## src/rtl/tpu_pkg.sv

```systemverilog
// tpu_pkg
// Shared definitions for the TPU load sequencer: the FSM state encoding,
// the default parameter constants and a small helper for sizing counters.
// No ports; imported by tpu_load_seq.
package tpu_pkg;

  localparam int DEF_DATA_W   = 16;
  localparam int DEF_ADDR_W   = 10;
  localparam int DEF_N_DATA   = 16;
  localparam int DEF_N_WGT    = 16;
  localparam int DEF_WGT_BASE = 16;

  typedef enum logic [2:0] {
    IDLE   = 3'd0,
    LOAD_D = 3'd1,
    LOAD_W = 3'd2,
    START  = 3'd3,
    RUN    = 3'd4,
    DONE   = 3'd5
  } tpu_state_e;

  function automatic int max_int(input int a, input int b);
    return (a > b) ? a : b;
  endfunction

endpackage

```

## src/rtl/tpu_load_seq.sv

```systemverilog
// tpu_load_seq
// Loads one job's worth of data words and weight words from a valid/ready
// stream into SRAM, then kicks the TPU core and waits for it to finish.
//
// Ports:
//   clk, rst_n            single clock, asynchronous active-low reset
//   job_go                start a job (only looked at while idle)
//   in_valid, in_data     incoming word stream
//   in_ready              high while a word can be accepted
//   mem_we, mem_addr,
//   mem_wdata             registered SRAM write port, one cycle after accept
//   tpu_start             one-cycle start pulse to the TPU core
//   tpu_done              core completion (level or pulse), honoured in RUN only
//   busy                  high whenever a job is in progress
//   job_done              one-cycle pulse when the job finishes
module tpu_load_seq
  import tpu_pkg::*;
#(
  parameter int DATA_W   = DEF_DATA_W,
  parameter int ADDR_W   = DEF_ADDR_W,
  parameter int N_DATA   = DEF_N_DATA,
  parameter int N_WGT    = DEF_N_WGT,
  parameter int WGT_BASE = DEF_WGT_BASE
) (
  input  logic              clk,
  input  logic              rst_n,
  input  logic              job_go,
  input  logic              in_valid,
  input  logic [DATA_W-1:0] in_data,
  output logic              in_ready,
  output logic              mem_we,
  output logic [ADDR_W-1:0] mem_addr,
  output logic [DATA_W-1:0] mem_wdata,
  output logic              tpu_start,
  input  logic              tpu_done,
  output logic              busy,
  output logic              job_done
);

  localparam int CNT_W = $clog2(max_int(N_DATA, N_WGT) + 1);

  localparam logic [CNT_W-1:0] LAST_D  = CNT_W'(N_DATA - 1);
  localparam logic [CNT_W-1:0] ALL_W   = CNT_W'(N_WGT);
  localparam logic [ADDR_W-1:0] W_BASE = ADDR_W'(WGT_BASE);

  tpu_state_e       state;
  tpu_state_e       state_nxt;
  logic [CNT_W-1:0] cnt;
  logic             accept;
  logic             last_d_accept;
  logic             wgt_drained;

  // The weight counter is allowed to reach N_WGT after the final weight is
  // accepted. That one extra LOAD_W cycle, with in_ready low, is the cycle in
  // which the final SRAM write issues, so START never overlaps a write.
  assign in_ready      = (state == LOAD_D) || ((state == LOAD_W) && (cnt != ALL_W));
  assign accept        = in_valid & in_ready;
  assign last_d_accept = (state == LOAD_D) && accept && (cnt == LAST_D);
  assign wgt_drained   = (state == LOAD_W) && (cnt == ALL_W);

  assign tpu_start = (state == START);
  assign busy      = (state != IDLE);
  assign job_done  = (state == DONE);

  // State register.
  always_ff @(posedge clk or negedge rst_n) begin
    if (!rst_n) begin
      state <= IDLE;
    end else begin
      state <= state_nxt;
    end
  end

  // Next-state logic. job_go and tpu_done are only looked at in the one
  // state that cares about them, so requests arriving elsewhere are dropped.
  always_comb begin
    state_nxt = state;
    unique case (state)
      IDLE:    if (job_go)        state_nxt = LOAD_D;
      LOAD_D:  if (last_d_accept) state_nxt = LOAD_W;
      LOAD_W:  if (wgt_drained)   state_nxt = START;
      START:                      state_nxt = RUN;
      RUN:     if (tpu_done)      state_nxt = DONE;
      DONE:                       state_nxt = IDLE;
      default:                    state_nxt = IDLE;
    endcase
  end

  // Word counter: cleared on every state change so each load phase starts
  // from zero; otherwise it advances only on an accepted word, so stalls
  // (in_valid low) never skip an address.
  always_ff @(posedge clk or negedge rst_n) begin
    if (!rst_n) begin
      cnt <= '0;
    end else if (state_nxt != state) begin
      cnt <= '0;
    end else if (accept) begin
      cnt <= cnt + 1'b1;
    end
  end

  // SRAM write port, registered one cycle behind the accept. Address and
  // data hold their last value between writes.
  always_ff @(posedge clk or negedge rst_n) begin
    if (!rst_n) begin
      mem_we    <= 1'b0;
      mem_addr  <= '0;
      mem_wdata <= '0;
    end else begin
      mem_we <= accept;
      if (accept) begin
        mem_wdata <= in_data;
        if (state == LOAD_D) begin
          mem_addr <= ADDR_W'(cnt);
        end else begin
          mem_addr <= W_BASE + ADDR_W'(cnt);
        end
      end
    end
  end

endmodule

```

## config.mk

```make
export PLATFORM = sky130hd
export DESIGN_NAME = tpu_load_seq
export DESIGN_NICKNAME = d
export VERILOG_FILES = /design/src/rtl/tpu_pkg.sv /design/src/rtl/tpu_load_seq.sv
export SDC_FILE = /design/constraint.sdc
export NUM_CORES = 1
export LEC_CHECK = 0
export ABC_AREA = 1
export BUFFER_PORTS_ARGS = -buffer_cell sky130_fd_sc_hd__buf_4
export CAP_MARGIN = 40
export CORE_ASPECT_RATIO = 1.2
export CORE_MARGIN = 5
export CORE_UTILIZATION = 25
export DETAILED_ROUTE_END_ITERATION = 10
export GPL_ROUTABILITY_DRIVEN = 1
export GPL_TIMING_DRIVEN = 0
export HOLD_SLACK_MARGIN = 0.08
export PLACE_DENSITY = 0.5
export SLEW_MARGIN = 5
export SYNTH_ARGS = -nofsm -noshare
export SYNTH_HDL_FRONTEND = slang
export SYNTH_SLANG_ARGS = --single-unit
```

## constraint.sdc

```tcl
create_clock -name clk -period 2 [get_ports clk]
set_clock_uncertainty 0.15 [all_clocks]
set_input_delay 0.3 -clock clk [delete_from_list [all_inputs] [get_ports clk]]
set_output_delay 0.3 -clock clk [all_outputs]
set_load 0.005 [all_outputs]
```

==> results.ini <==
[placement]
place_hpwl_microns=2530
dpl-instance-area_sq_um=1960
gp_congestion=0.748
numPortBuffers=47

[logic_synthesis]
synth_edf_count=0
ys_ff_latch=31
synth_top_area_frac=0.519
synthArstFlopShare=1.00
syn-cell-area_sq_um=1500
synth_area_leaders=dfrtp_1 52%, nand2_1 18%, nand3_1 4.0%
ys_warn_count=0
synth-main-ff-cell=dfrtp_1
yosysUniqueCellTypes=24
avgSynthCellArea_sq_um=8.74
ys_seq_area_frac=0.519
syn_inst=171
post-synth-top-area-cell=dfrtp_1

[finish]
seqCellArea_sq_um=776
drive_above_1_share=0.325
fin_nets=270
fillers=612
final_cell_area_sq_um=2230
num_antenna_cells=0
multi_input_area_sq_um=617
area_growth_pct=49.1

[power]
clkPwrFrac=0.199
switchingPower_uw=926
seq_power_share=0.385
swShare=0.346
p_leak_uw=0.00118
internal-power_uw=1750
powerDensity_nw_per_um2=1200
p_comb_frac=0.416
vdd_drop_max_mv=0.291

[floorplanning]
die_w_microns=80.6
core_area_sq_um=5740
die_h_microns=94.7
io_pins=52
dieArea_sq_um=7630
initial_core_util=0.260
rows=30

[critical_path]
crit_path_cell_trace=inv_1 > ha_1 > nand3_1 > nand2_4 > nand2_4 > buf_4
critical_path.endpoint_type=output port
timing.rr.start=cnt[0]
startpoint=cnt[1]
crit_buf_inv=2
cp_max_fo=5
worst_setup_path_start_kind=flip-flop
worstPathRequired_ps=1550
max_stage_delay_ps=410
crit_slowest_cell=dfrtp_1
crit_top_cell=nand2_4
crit_family=flip-flops
crit_type=flip-flop to output port
crit_arrival_ps=1410

[sta]
drv_slew=0
rsz0062_at_grt=no
timing.final.crit_share=0.928
fmax_mhz=539
tns_ps=0
period_minus_slack_ps=1860
final-hold-violation-count=0
setup_viol=0

[drt]
ant_nets=0
wl_met1_microns=1500
viasPerCell=3.88
drtIter0Drc=29
firstDrtPassIters=4
routed-via-count=1266
remaining_drc_errors=0
drt-total-wl_microns=3500
routedWlPerCell_microns=10.7
met2_length_microns=1720
highest_layer=met4
dr_wl_met3_microns=223

[global_route]
grt_pass1_wl_microns=5860
antenna_found_initial=0
grt_usage=0.0994
grt_pass1_vias=1315
overflow=0
grt_max_degree=32

[min_path]
hp-start=in_valid
hp-class=input port to flip-flop

[flow_run]
maxCapViolCount=0

[clock_network]
clock_sinks=31
cts.repair.resized=0
cts_tree=built
cts_buffers=5
cts_setup_buffers=0
htree_levels=2
clk_latency_ps=270
holdBufCountCts=17
ctsLongestPathBuffers=2
clk_pin_slew_ps=60
clock-root-buffer=clkbuf_8

[outcome]
run_status=finished, final reports clean

## state kept, by name, indices dropped and copies added, names as in the netlist
register and flops:
state 3, mem_wdata 16, cnt 5, mem_we 1, mem_addr 6
## placed cells by master (no fill, tap or decap), types with 3 or more instances in the layout
cell,n
buf_4,54
nand3_1,12
nor2_1,6
dfrtp_1,31
nand2_4,3
nand2_1,73
clkbuf_8,7
conb_1,4
ha_1,4
inv_2,4
inv_1,8
o21ai_1,3
dlygate4sd3_1,17
## final cells by class
| class | count | share of cell area |
|---|---|---|
| Inverter | 12 | 0.0202 |
| Timing Repair Buffer | 64 | 0.235 |
| Multi-Input combinational cell | 122 | 0.277 |
| Buffer | 9 | 0.0309 |
| Sequential cell | 31 | 0.348 |
| Tap cell | 80 | 0.0449 |
| Clock buffer | 8 | 0.0449 |
## power by group through the flow
| stage | Clock [uW] | Combinational [uW] | Sequential, uW |
|---|---|---|---|
| detailed placement | 0 | 1110 | 1040 |
| floorplan | 0 | 570 | 1040 |
| finish | 531 | 1110 | 1030 |
| CTS | 558 | 1140 | 1030 |
| global placement | 0 | 1100 | 1040 |
| global route | 579 | 1270 | 1070 |
## final timing paths
| path | to | slack [ps] | depth (start not counted) |
|---|---|---|---|
| worst min-delay path | cnt[4] | 210 | 3 |
| max in group asynchronous | cnt[2] | 1060 | 2 |
| worst max-delay path | in_ready | 140 | 6 |
| worst max register to register | cnt[4] | 290 | 11 |
| worst min register to register | mem_addr[0] | 330 | 2 |
| min in group asynchronous | state[1] | 350 | 2 |
## metal layers
layer  global-route usage  up-vias
li1                     -      664
met1                0.119      563
met2                0.169       32
met3               0.0267        7
met4               0.0380        0
met5                    0        -
## worst reg2reg max path, stage by stage (launching register included)
cell and delay, ps:
dfrtp_1 410, ha_1 230, nand2_1 70, nor2_1 40, ha_1 170, nand2_1 60
nor2_2 50, inv_2 60, nand2_2 50, nor2_4 170, inv_2 80, a21oi_2 100
## Yosys cell counts, drive strengths merged (2+ instances only)
| library cell | instances |
|---|---|
| a21oi | 3 |
| dfrtp | 31 |
| buf | 9 |
| nor2 | 10 |
| nand2 | 78 |
| inv | 12 |
| ha | 4 |
| o21ai | 5 |
| nand3 | 13 |
| xor2 | 2 |
## metrics by stage
stage                     hold WS, ps  power (uW)   util  instances  worst slack, ps
after floorplan                  -146        1610      -        174              420
after global placement            114        2140  0.341        301              293
after detailed placement          112        2150  0.341        301              276
after CTS                         200        2730  0.388        326              113
after global routing              207        2920  0.388        326             70.2
final                             206        2670  0.388        326              144
## logic make-up after synthesis
kind of cell    share of synthesized area
compound gates                     0.0494
xor+xnor                           0.0117
fa+ha+maj                          0.0335
buf+inv                            0.0761
flops                               0.519
other cells                       0.00251
simple gates                        0.308
(Power assumes the default switching activity.)
